[config.mk]
export PLATFORM = sky130hd
export DESIGN_NAME = ef_smsdac_mse_tree
export DESIGN_NICKNAME = d
export VERILOG_FILES = /design/src/rtl/ef_smsdac_mse_tree.sv
export SDC_FILE = /design/constraint.sdc
export NUM_CORES = 1
export LEC_CHECK = 0
export ABC_CLOCK_PERIOD_IN_PS = 3700
export CAP_MARGIN = 20
export CORE_MARGIN = 4
export CORE_UTILIZATION = 28
export CTS_CLUSTER_DIAMETER = 200
export DETAILED_ROUTE_END_ITERATION = 8
export SETUP_SLACK_MARGIN = 0.15
export SLEW_MARGIN = 20
export SYNTH_ARGS = -nofsm -noshare
export SYNTH_HDL_FRONTEND = slang
export SYNTH_SLANG_ARGS = --single-unit
[constraint.sdc]
create_clock -name i_clk -period 3.7 [get_ports i_clk]
set_input_delay 0.37 -clock i_clk [delete_from_list [all_inputs] [get_ports i_clk]]
set_output_delay 0.37 -clock i_clk [all_outputs]
set_load 0.005 [all_outputs]
[src/rtl/ef_smsdac_mse_tree.sv]
// ef_smsdac_mse_tree: tree mismatch-shaping encoder, BITS-bit code to 2^BITS
// unit elements whose popcount equals the code.
// Optional EF_SMSDAC_MSE_SUMCHK_EN adds a sticky popcount checker (o_sum_err).
module ef_smsdac_mse_tree #(
  parameter int unsigned BITS = 4,
  parameter int unsigned PIPE = 0,
  parameter logic [15:0] SEED = 16'hACE1
) (
  input  logic                 i_clk,
  input  logic                 i_rst,
  input  logic                 i_valid,
  input  logic [BITS-1:0]      i_x,
  input  logic                 i_en,
  output logic                 o_valid,
  output logic [(1<<BITS)-1:0] o_el
`ifdef EF_SMSDAC_MSE_SUMCHK_EN
  ,
  output logic                 o_sum_err
`endif
);

  localparam int unsigned NEL      = 1 << BITS;
  localparam logic [15:0] SEED_EFF = (SEED == 16'h0000) ? 16'hACE1 : SEED;

  logic [15:0] lfsr;

  always_ff @(posedge i_clk) begin
    if (i_rst) begin
      lfsr <= SEED_EFF;
    end else begin
      lfsr <= {lfsr[14:0], lfsr[15] ^ lfsr[13] ^ lfsr[12] ^ lfsr[10]};
    end
  end

  for (genvar l = 0; l < BITS; l++) begin : g_layer
    localparam int unsigned NN = 1 << l;
    localparam int unsigned CW = BITS + 1 - l;
    localparam int unsigned OW = BITS - l;

    logic [NN*CW-1:0]   cin;
    logic               vin;
    logic [NN-1:0]      rj;
    logic [NN-1:0]      q1;
    logic [NN-1:0]      q0;
    logic [NN-1:0]      sgn;
    logic [NN-1:0]      odd;
    logic [2*NN*OW-1:0] cout;
    logic [2*NN*OW-1:0] nxt_d;
    logic               nxt_v;
`ifdef EF_SMSDAC_MSE_SUMCHK_EN
    logic [BITS-1:0]    xin;
    logic [BITS-1:0]    nxt_x;
`endif

    if (l == 0) begin : g_src
      assign cin = {1'b0, i_x};
      assign vin = i_valid;
`ifdef EF_SMSDAC_MSE_SUMCHK_EN
      assign xin = i_x;
`endif
    end else begin : g_src
      assign cin = g_layer[l-1].nxt_d;
      assign vin = g_layer[l-1].nxt_v;
`ifdef EF_SMSDAC_MSE_SUMCHK_EN
      assign xin = g_layer[l-1].nxt_x;
`endif
    end

    // children of node n land at 2n (lo, lower elements) and 2n+1 (hi)
    for (genvar n = 0; n < NN; n++) begin : g_node
      logic [OW-1:0] half;
      assign rj[n]   = lfsr[(NN - 1 + n) % 16];
      assign odd[n]  = cin[n*CW];
      assign sgn[n]  = i_en ? q0[n] : rj[n];
      assign half    = cin[n*CW+1 +: OW];
      assign cout[(2*n)*OW +: OW]   = half + OW'(odd[n] & ~sgn[n]);
      assign cout[(2*n+1)*OW +: OW] = half + OW'(odd[n] & sgn[n]);
    end

    always_ff @(posedge i_clk) begin
      if (i_rst) begin
        q1 <= '0;
        q0 <= '0;
      end else if (vin && i_en) begin
        for (int unsigned n = 0; n < NN; n++) begin
          if (odd[n]) begin
            q1[n] <= ~q1[n];
            q0[n] <= q1[n] ? rj[n] : ~q0[n];
          end
        end
      end
    end

    // with PIPE=0 only the last layer registers, forming the output register
    if (PIPE != 0 || l == BITS - 1) begin : g_reg
      always_ff @(posedge i_clk) begin
        if (i_rst) begin
          nxt_v <= 1'b0;
          nxt_d <= '0;
`ifdef EF_SMSDAC_MSE_SUMCHK_EN
          nxt_x <= '0;
`endif
        end else begin
          nxt_v <= vin;
          if (vin) begin
            nxt_d <= cout;
`ifdef EF_SMSDAC_MSE_SUMCHK_EN
            nxt_x <= xin;
`endif
          end
        end
      end
    end else begin : g_comb
      assign nxt_v = vin;
      assign nxt_d = cout;
`ifdef EF_SMSDAC_MSE_SUMCHK_EN
      assign nxt_x = xin;
`endif
    end
  end

  assign o_el    = g_layer[BITS-1].nxt_d;
  assign o_valid = g_layer[BITS-1].nxt_v;

`ifdef EF_SMSDAC_MSE_SUMCHK_EN
  localparam int unsigned PW = BITS + 1;

  logic [PW-1:0] el_pop;

  always_comb begin
    el_pop = '0;
    for (int unsigned e = 0; e < NEL; e++) begin
      el_pop = el_pop + PW'(o_el[e]);
    end
  end

  always_ff @(posedge i_clk) begin
    if (i_rst) begin
      o_sum_err <= 1'b0;
    end else if (o_valid && (el_pop != {1'b0, g_layer[BITS-1].nxt_x})) begin
      o_sum_err <= 1'b1;
    end
  end
`endif

endmodule

==> impl_metrics.env, run 1 <==
export IMPL_outcome="finished clean"
export IMPL_setup_violations=0
export IMPL_antenna_left=0
export IMPL_cts_sinks=63
export IMPL_cp_start_kind="input pin"
export IMPL_holdBufCountCts=0
export IMPL_internal_power_uw=1550
export IMPL_timing_rr_end="o_el[0]"
export IMPL_slowest_delay_ps=490
export IMPL_crit_type="in2reg"
export IMPL_rsz0062_at_grt="no"
export IMPL_worstSkewPairLatency_ps=320
export IMPL_grt_use_total=0.0972
export IMPL_initial_core_util=0.287
export IMPL_final_area_um2=4100
export IMPL_dieArea_um2=14200
export IMPL_syn_inst=396
export IMPL_p_sw_uw=615
export IMPL_cpLargestDelayFamily="simple AND/OR/NAND/NOR gates"
export IMPL_via_per_inst=4.53
export IMPL_power_frac_comb=0.250
export IMPL_ys_seq_elements=63
export IMPL_finalClockSkew_ps=4.49
export IMPL_finalHoldViolCount=0
export IMPL_hold_class="reg2reg"
export IMPL_first_pass_iters=5
export IMPL_drt_iter0_drc=67
export IMPL_cp_arrival_ps=3270
export IMPL_overflow=0
export IMPL_seq_power_share=0.369
export IMPL_postCtsSetupBuffers=0
export IMPL_place_area_um2=3800
export IMPL_cts_clk_slew_worst_paths_ps=50
export IMPL_crit_slowest_cell="clkdlybuf4s50_1"
export IMPL_clock_path_buffers=2
export IMPL_synth_top_area_cell="dfxtp_1"
export IMPL_p_per_area_nw_per_um2=529
export IMPL_die_x_um=119
export IMPL_n_fill_cell=1275
export IMPL_yosys_warnings=0
export IMPL_io_pins=25
export IMPL_numCtsBuffers=9
export IMPL_grt_pass1_wl_um=11100
export IMPL_grt_pass1_vias=2347
export IMPL_syn2layout_area_growth_pct=18.4
export IMPL_ys_types=30
export IMPL_ir_drop_mv=0.235
export IMPL_die_height_um=119
export IMPL_rr_worst_depth=13
export IMPL_hpwl_um=4810
export IMPL_core_area_um2=12100
export IMPL_min_to="lfsr[4]"
export IMPL_gp_congestion=0.780
export IMPL_yosysSeqAreaShare=0.364
export IMPL_synth_area_um2=3460
export IMPL_htreeDepth=3
export IMPL_nNetsFinal=429
export IMPL_syn_nets=416
export IMPL_critPathRequiredTime_ps=3930
export IMPL_root_buffer="clkbuf_16"
export IMPL_fin_crit_sh=0.821
export IMPL_synth_enable_flop_cells=0
export IMPL_multi_input_area_um2=2050
export IMPL_ys_flop_type="dfxtp_1"
export IMPL_slew_headroom=0.576
export IMPL_slew_violations=0
export IMPL_cts_resized=0
export IMPL_antenna_found_initial=0
export IMPL_grt_start_max_net_pins=64
export IMPL_synth_most_common_cell="dfxtp_1"
export IMPL_r2r_start="lfsr[0]"
export IMPL_p_leak_uw=0.00156
export IMPL_port_buffers=24
export IMPL_cts_tree="built"
export IMPL_wl_per_cell_um=11.5
export IMPL_fin_crit_ps=3040
export IMPL_fmax_mhz=329
export IMPL_synthTopCellsByArea="dfxtp_1 (36%), xnor2_1 (7.8%), xor2_1 (6.1%)"
export IMPL_num_rows=40
export IMPL_yosysTopAreaCellShare=0.364
export IMPL_critPathBufInv=1
export IMPL_worstMarginPinSlew_ps=635
export IMPL_rrSetupSlack_ps=900
export IMPL_seq_area_um2=1260
export IMPL_p_clk_frac=0.381
export IMPL_path_cells="clkdlybuf4s50_1 -> mux2i_1 -> and2_1 -> ha_1 -> xor2_1 -> a21oi_1 -> or2_2 -> nor2_1 -> ha_1 -> nor2b_1 -> xnor2_1 -> xnor2_1 -> a211oi_1"
export IMPL_layout_drive_gt1_share=0.121
export IMPL_cp_max_fo=9
export IMPL_route_detailed_drc=0
export IMPL_min_delay_start="lfsr[3]"
export IMPL_synth_top_cells_by_count="dfxtp_1 (63), nor2_1 (50), xnor2_1 (31), a21oi_1 (30), xor2_1 (24)"
export IMPL_synth_async_reset_ratio=0
export IMPL_crit_path_end_kind="flip-flop"
export IMPL_hold_depth=1
export IMPL_num_antenna_cells=0
export IMPL_wl_um=6710
export IMPL_setup_tns_ps=0
export IMPL_switching_share=0.284
export IMPL_drv_cap=0
export IMPL_vias=2635
export IMPL_avgSynthCellArea_um2=8.75
## stage by stage
stage                     instances  power [uW]  setup slack [ps]  utilization  hold WS (ps)
after floorplan                 396        1240               697            -           441
after global placement          566        1350               360        0.315           469
after detailed placement        566        1360               307        0.315           474
after CTS                       582        2200               648        0.340           479
after global routing            582        2300               363        0.340           497
final                           582        2170               661        0.340           480
## area by class of cell
| type | instances | share of cell area |
|---|---|---|
| clock buffers | 10 | 0.0582 |
| multi-input cells | 301 | 0.499 |
| flip-flops and latches | 63 | 0.307 |
| repair buffers | 27 | 0.0634 |
| well taps | 168 | 0.0512 |
| inverters | 7 | 0.00640 |
| clock inverters | 6 | 0.0146 |
## metal layers
| metal | share of wire | track usage |
|---|---|---|
| met4 | 0.013 | 0.0449 |
| met5 | 0 | 0 |
| met1 | 0.49 | 0.124 |
| met3 | 0.050 | 0.0275 |
| met2 | 0.45 | 0.152 |
## worst reg2reg max path: stages (launching register included)
cell      delay, ps
dfxtp_1         360
mux2i_1         100
and2_1          180
ha_1            470
inv_1           100
nor3_1          300
or2_2           180
nor2b_1          40
ha_1            330
inv_1            60
nor2_1          130
xnor2_1         150
xnor2_1          80
a211oi_1        230
## registers in the layout (all words and copies together) (netlist names)
signal and flops:
o_el 16, g_layer.q0 15, g_layer.q1 15, lfsr 16, o_valid 1
## cells in the final DEF (no fill, tap or decap), types with 3 or more instances in the layout
cell type        synthesis  final
a211oi_1                16     16
clkdlybuf4s50_1          0     23
nor3_2                   4      4
clkbuf_16                0      9
buf_4                    2      4
clkinv_2                 0      3
nor3_1                  15     15
dfxtp_1                 63     63
nand3_1                  6      6
inv_1                    7      7
nand4_1                 15     15
nor2_1                  50     50
and3_1                   4      4
a21oi_1                 30     30
xor2_1                  24     24
nor2b_1                 20     20
or2_2                   11     11
o2111ai_1                4      4
o22ai_1                  4      4
xor2_2                   3      3
xnor2_1                 31     31
mux2_4                   5      5
nand2_1                 23     23
nand2_2                  3      3
mux2i_1                 14     14
ha_1                    12     12
## kinds of logic after synthesis
logic type | synth area share
and+or+nand+nor | 0.222
DFF | 0.364
xor gates and xnor gates | 0.153
AOI/OAI and AO/OA | 0.0953
buffers and inverters | 0.0455
muxes | 0.0766
adders and majority gates | 0.0433
## how the worst max path moves through the flow
stage	startpoint	to	slack [ps]	depth (start not counted)
6_report	i_en	o_el[7]	660	13
5_1_grt	i_en	o_el[0]	360	14
4_1_cts	i_en	o_el[0]	650	14
3_5_place_dp	i_en	o_el[0]	310	14
3_3_place_gp	i_en	o_el[7]	360	13
2_1_floorplan	i_en	o_el[7]	700	15
## power by group through the flow
stage	clock [uW]	combinational (uW)	sequential, uW
finish	827	542	801
global route	886	606	811
CTS	853	548	802
detailed placement	0	547	816
global placement	0	534	812
floorplan	0	431	808
Note: power is estimated with default switching activity, not from simulation.
==> inputs of run 2 (changes only) <==
- ABC_CLOCK_PERIOD_IN_PS: 3700 -> 2770
- clock period: 3.7 -> 2.77 ns (I/O delays scaled with it)
==> run 2 against run 1 <==
Compared with the run above: sequential power increased by 34%; sequential share of layout area decreased by 3.7 points; cell count increased by 6.9%; setup slack got worse by 490 ps; design area increased by 14%; non-clock buffer count increased by 40; register-to-register slack got worse by 730 ps; routed wire length increased by 12%; largest cell class unchanged.
==> impl_metrics.env, run 2 (same netlist as run 1, synthesis figures left out) <==
export IMPL_fin_crit_ps=2600
export IMPL_nNetsFinal=469
export IMPL_finalHoldViolCount=0
export IMPL_rrSetupSlack_ps=170
export IMPL_wl_um=7530
export IMPL_timing_rr_end="o_el[5]"
export IMPL_hpwl_um=5440
export IMPL_cp_arrival_ps=2840
export IMPL_p_sw_uw=913
export IMPL_fin_crit_sh=0.938
export IMPL_outcome="finished clean"
export IMPL_cp_max_fo=6
export IMPL_io_pins=25
export IMPL_vias=2796
export IMPL_p_clk_frac=0.356
export IMPL_first_pass_iters=4
export IMPL_syn2layout_area_growth_pct=35.4
export IMPL_antenna_found_initial=0
export IMPL_cpLargestDelayFamily="simple AND/OR/NAND/NOR gates"
export IMPL_wl_per_cell_um=12.1
export IMPL_place_inst=603
export IMPL_numCtsBuffers=9
export IMPL_layout_cells_non_filler=622
export IMPL_ir_drop_mv=0.312
export IMPL_rr_worst_depth=12
export IMPL_critPathRequiredTime_ps=3010
export IMPL_crit_path_end_kind="flip-flop"
export IMPL_grt_start_max_net_pins=64
export IMPL_via_per_inst=4.50
export IMPL_path_cells="mux2i_4 -> and2_4 -> ha_4 -> xor2_2 -> a21oi_2 -> or2_4 -> nor2b_1 -> ha_1 -> nor2b_4 -> xnor2_2 -> xnor2_1 -> a211oi_1"
export IMPL_seq_power_share=0.342
export IMPL_num_rows=40
export IMPL_fin_util=0.389
export IMPL_slowest_delay_ps=350
export IMPL_cts_clk_slew_worst_paths_ps=50
export IMPL_clock_path_buffers=2
export IMPL_drt_iter0_drc=105
export IMPL_port_buffers=24
export IMPL_dieArea_um2=14200
export IMPL_hold_depth=3
export IMPL_overflow=0
export IMPL_grt_pass1_vias=2667
export IMPL_drv_cap=0
export IMPL_slew_violations=0
export IMPL_slew_headroom=0.588
export IMPL_crit_slowest_cell="dfxtp_4"
export IMPL_min_delay_start="i_x[0]"
export IMPL_core_area_um2=12100
export IMPL_initial_core_util=0.287
export IMPL_finalClockSkew_ps=4.09
export IMPL_p_leak_uw=0.00183
export IMPL_hold_class="in2reg"
export IMPL_hold_slack_ps=328
export IMPL_antenna_left=0
export IMPL_holdBufCountCts=0
export IMPL_cts_tree="built"
export IMPL_grt_pass1_wl_um=12800
export IMPL_switching_share=0.291
export IMPL_root_buffer="clkbuf_16"
export IMPL_setup_violations=0
export IMPL_worstSkewPairLatency_ps=320
export IMPL_n_fill_cell=1179
export IMPL_route_detailed_drc=0
export IMPL_layout_drive_gt1_share=0.291
export IMPL_cp_start_kind="flip-flop"
export IMPL_cts_sinks=63
export IMPL_p_per_area_nw_per_um2=669
export IMPL_min_to="g_layer[0].q0"
export IMPL_gp_congestion=0.767
export IMPL_power_frac_comb=0.302
export IMPL_total_power_uw=3140
export IMPL_rsz0062_at_grt="yes"
export IMPL_dp_slack_ps=-381
export IMPL_fmax_mhz=385
export IMPL_grt_use_total=0.110
export IMPL_internal_power_uw=2230
export IMPL_worstMarginPinSlew_ps=619
export IMPL_critPathBufInv=0
export IMPL_crit_type="reg2reg"
export IMPL_die_x_um=119
export IMPL_layout_commonest_cell="dfxtp_1"
export IMPL_final_cell_mix="dfxtp_1 (61), nor2_1 (44), buf_4 (40), a21oi_1 (28), xnor2_1 (28)"
export IMPL_htreeDepth=3
export IMPL_num_antenna_cells=0
export IMPL_worst_slack_ps=171
export IMPL_r2r_start="g_layer[0].q0"
export IMPL_die_height_um=119
## run 2: worst max path at each step
| stage | from | to | slack [ps] | cells past startpoint |
|---|---|---|---|---|
| finish | g_layer[0].q0 | o_el[5] | 170 | 12 |
| global route | g_layer[0].q0 | o_el[5] | 30 | 12 |
| detailed placement | i_en | o_el[10] | -380 | 14 |
| global placement | i_en | o_el[10] | -310 | 14 |
| floorplan | i_en | o_el[5] | 80 | 15 |
| CTS | i_x[0] | o_el[13] | 160 | 12 |
## run 2: worst reg2reg max path, cell delays in order, from the launching register on
cell and delay, ps:
dfxtp_4 350, mux2i_4 190, and2_4 220, ha_4 230, xor2_2 210, a21oi_2 70
or2_4 240, nor2b_1 120, ha_1 270, nor2b_4 150, xnor2_2 140, xnor2_1 120
a211oi_1 210
## run 2: power by group through the flow
stage               clock (uW)  sequential (uW)  combinational [uW]
finish                    1120             1070                 949
global route              1180             1090                1050
CTS                       1140             1070                 906
detailed placement           0             1090                 878
global placement             0             1090                 857
floorplan                    0             1080                 627
## run 2: timing repair
action	in CTS	in global routing
resized for setup	13	30
pin swaps	5	24
gates cloned	0	0
endpoints found under the hold margin	0	0
endpoints found under the setup margin	30	32
setup buffers	1	2
## run 2: cell type report
type                       instances  area, um2  share of cell area
clock buffer                      10        239              0.0510
clock inverter                     6       60.1              0.0128
inverter                           7       28.8             0.00614
multi-input combinational        301       2310               0.492
sequential                        63       1270               0.270
tap                              168        210              0.0448
timing repair buffer              67        579               0.124
## run 2: metrics by stage
| step | area, um2 | setup TNS, ps |
|---|---|---|
| global placement | 4190 | -7690 |
| finish | 4690 | 0 |
| global route | 4690 | 0 |
| detailed placement | 4190 | -9150 |
| CTS | 4550 | 0 |
| floorplan | 3610 | 0 |
## run 2: per-layer routing
| metal | global-route usage | part of all wire |
|---|---|---|
| met1 | 0.134 | 0.46 |
| met2 | 0.187 | 0.49 |
| met3 | 0.0328 | 0.038 |
| met4 | 0.0355 | 0.015 |
| met5 | 0 | 0 |
==> inputs of run 3 (changes only) <==
- CORE_MARGIN: 4 -> 1
- SKIP_CTS_REPAIR_TIMING: default -> 1
- SKIP_LAST_GASP: default -> 1
==> run 3 against run 2 <==
Compared with the run above: design area shrank 0.61%; register-to-register slack improved by 50 ps; clock skew grew 1.5 ps; clock-buffer cell count decreased by 1; non-clock buffer count rose by 4; combinational power is 0.9% lower; largest cell class unchanged; largest power group unchanged; highest routed layer unchanged.
==> impl_metrics.env, run 3 (same netlist as run 1, synthesis figures left out) <==
export IMPL_worstSkewPairLatency_ps=330
export IMPL_rrSetupSlack_ps=220
export IMPL_grt_start_max_net_pins=64
export IMPL_grt_pass1_vias=2657
export IMPL_drv_cap=0
export IMPL_num_rows=40
export IMPL_nNetsFinal=473
export IMPL_hold_class="in2reg"
export IMPL_fmax_mhz=393
export IMPL_numCtsBuffers=9
export IMPL_slowest_delay_ps=340
export IMPL_layout_cells_non_filler=605
export IMPL_final_cell_mix="dfxtp_1 (61), nor2_1 (47), buf_4 (45), a21oi_1 (30), xnor2_1 (29)"
export IMPL_num_antenna_cells=0
export IMPL_setup_violations=0
export IMPL_die_x_um=113
export IMPL_cp_arrival_ps=2790
export IMPL_ir_drop_mv=0.291
export IMPL_die_height_um=113
export IMPL_clock_path_buffers=2
export IMPL_seq_area_um2=1260
export IMPL_core_area_um2=12000
export IMPL_min_delay_start="i_rst"
export IMPL_r2r_start="lfsr[0]"
export IMPL_n_fill_cell=1203
export IMPL_layout_drive_gt1_share=0.279
export IMPL_via_per_inst=4.71
export IMPL_dieArea_um2=12800
export IMPL_route_detailed_drc=0
export IMPL_io_pins=25
export IMPL_antenna_found_initial=0
export IMPL_grt_use_total=0.121
export IMPL_root_buffer="clkbuf_16"
export IMPL_overflow=0
export IMPL_startpoint="lfsr[0]"
export IMPL_vias=2852
export IMPL_cts_sinks=63
export IMPL_multi_input_area_um2=2260
export IMPL_layout_commonest_cell="dfxtp_1"
export IMPL_cts_clk_slew_worst_paths_ps=60
export IMPL_rsz0062_at_grt="yes"
export IMPL_worstMarginPinSlew_ps=633
export IMPL_cp_max_fo=6
export IMPL_hpwl_um=5430
export IMPL_antenna_left=0
export IMPL_htreeDepth=3
export IMPL_port_buffers=24
export IMPL_path_cells="mux2i_4 -> and2_4 -> ha_4 -> xnor2_1 -> nor3_2 -> or2_4 -> nor2b_1 -> ha_1 -> nor2b_4 -> xnor2_1 -> xnor2_1 -> a211oi_1"
export IMPL_initial_core_util=0.288
export IMPL_crit_type="reg2reg"
export IMPL_drt_iter0_drc=119
export IMPL_p_per_area_nw_per_um2=672
export IMPL_cp_start_kind="flip-flop"
export IMPL_wl_um=7570
export IMPL_crit_path_end_kind="flip-flop"
export IMPL_first_pass_iters=4
export IMPL_hold_slack_ps=439
export IMPL_cp_common_cell="xnor2_1"
export IMPL_gp_congestion=0.766
export IMPL_outcome="finished clean"
export IMPL_syn2layout_area_growth_pct=34.5
export IMPL_slew_violations=0
export IMPL_place_inst=586
export IMPL_cts_tree="built"
export IMPL_finalHoldViolCount=0
export IMPL_slew_headroom=0.578
export IMPL_wl_per_cell_um=12.5
export IMPL_finalClockSkew_ps=5.57
export IMPL_crit_slowest_cell="dfxtp_2"
export IMPL_fin_crit_sh=0.919
export IMPL_critPathRequiredTime_ps=3010
export IMPL_grt_pass1_wl_um=12300
export IMPL_cpLargestDelayFamily="simple AND/OR/NAND/NOR gates"
export IMPL_p_leak_uw=0.00186
export IMPL_critPathBufInv=0
export IMPL_fin_crit_ps=2550
[run 3: final timing paths]
kind | to | depth (start not counted)
hold / removal | g_layer[3].q1[0] | 2
setup reg to reg | o_el[5] | 12
setup / recovery | o_el[5] | 12
hold reg to reg | lfsr[8] | 1
[run 3: layout make-up]
| class | count | area share |
|---|---|---|
| Timing Repair Buffer | 71 | 0.134 |
| Inverter | 7 | 0.00617 |
| Multi-Input combinational cell | 301 | 0.485 |
| Sequential cell | 63 | 0.271 |
| Clock buffer | 9 | 0.0483 |
| Clock inverter | 7 | 0.0158 |
| Tap cell | 147 | 0.0395 |
[run 3: worst reg2reg max path, cell delays in order, from the launching register on]
cell      delay (ps)
dfxtp_2          340
mux2i_4          190
and2_4           210
ha_4             180
xnor2_1          180
nor3_2            90
or2_4            230
nor2b_1          140
ha_1             280
nor2b_4          140
xnor2_1          130
xnor2_1          120
a211oi_1         220
[run 3: per-stage QoR]
step                      worst slack, ps  power, uW  utilization  TNS (ps)  cell area, um2
after floorplan                      79.3       1710            -         0            3610
after global placement               -448       1960        0.349    -11230            4190
after detailed placement             -514       1980        0.349    -12790            4190
after CTS                            -174       3110        0.374     -1970            4490
after global routing                 50.9       3300        0.388         0            4660
final                                 225       3130        0.388         0            4660
[run 3: per-layer routing]
metal	up-vias	routed length [um]	share of wire	track usage
met5	-	0	0	0
li1	1459	-	-	-
met1	1345	3580	0.47	0.150
met2	37	3630	0.48	0.204
met3	11	239	0.032	0.0241
met4	0	119	0.016	0.0544
[run 3: where the power goes]
part	leakage [uW]	internal, uW	switching, uW	total, uW
Combinational	0.00119	507	434	940
Clock	0.000145	697	421	1120
Sequential	0.000520	1000	71.7	1070
Total	0.00186	2210	926	3130
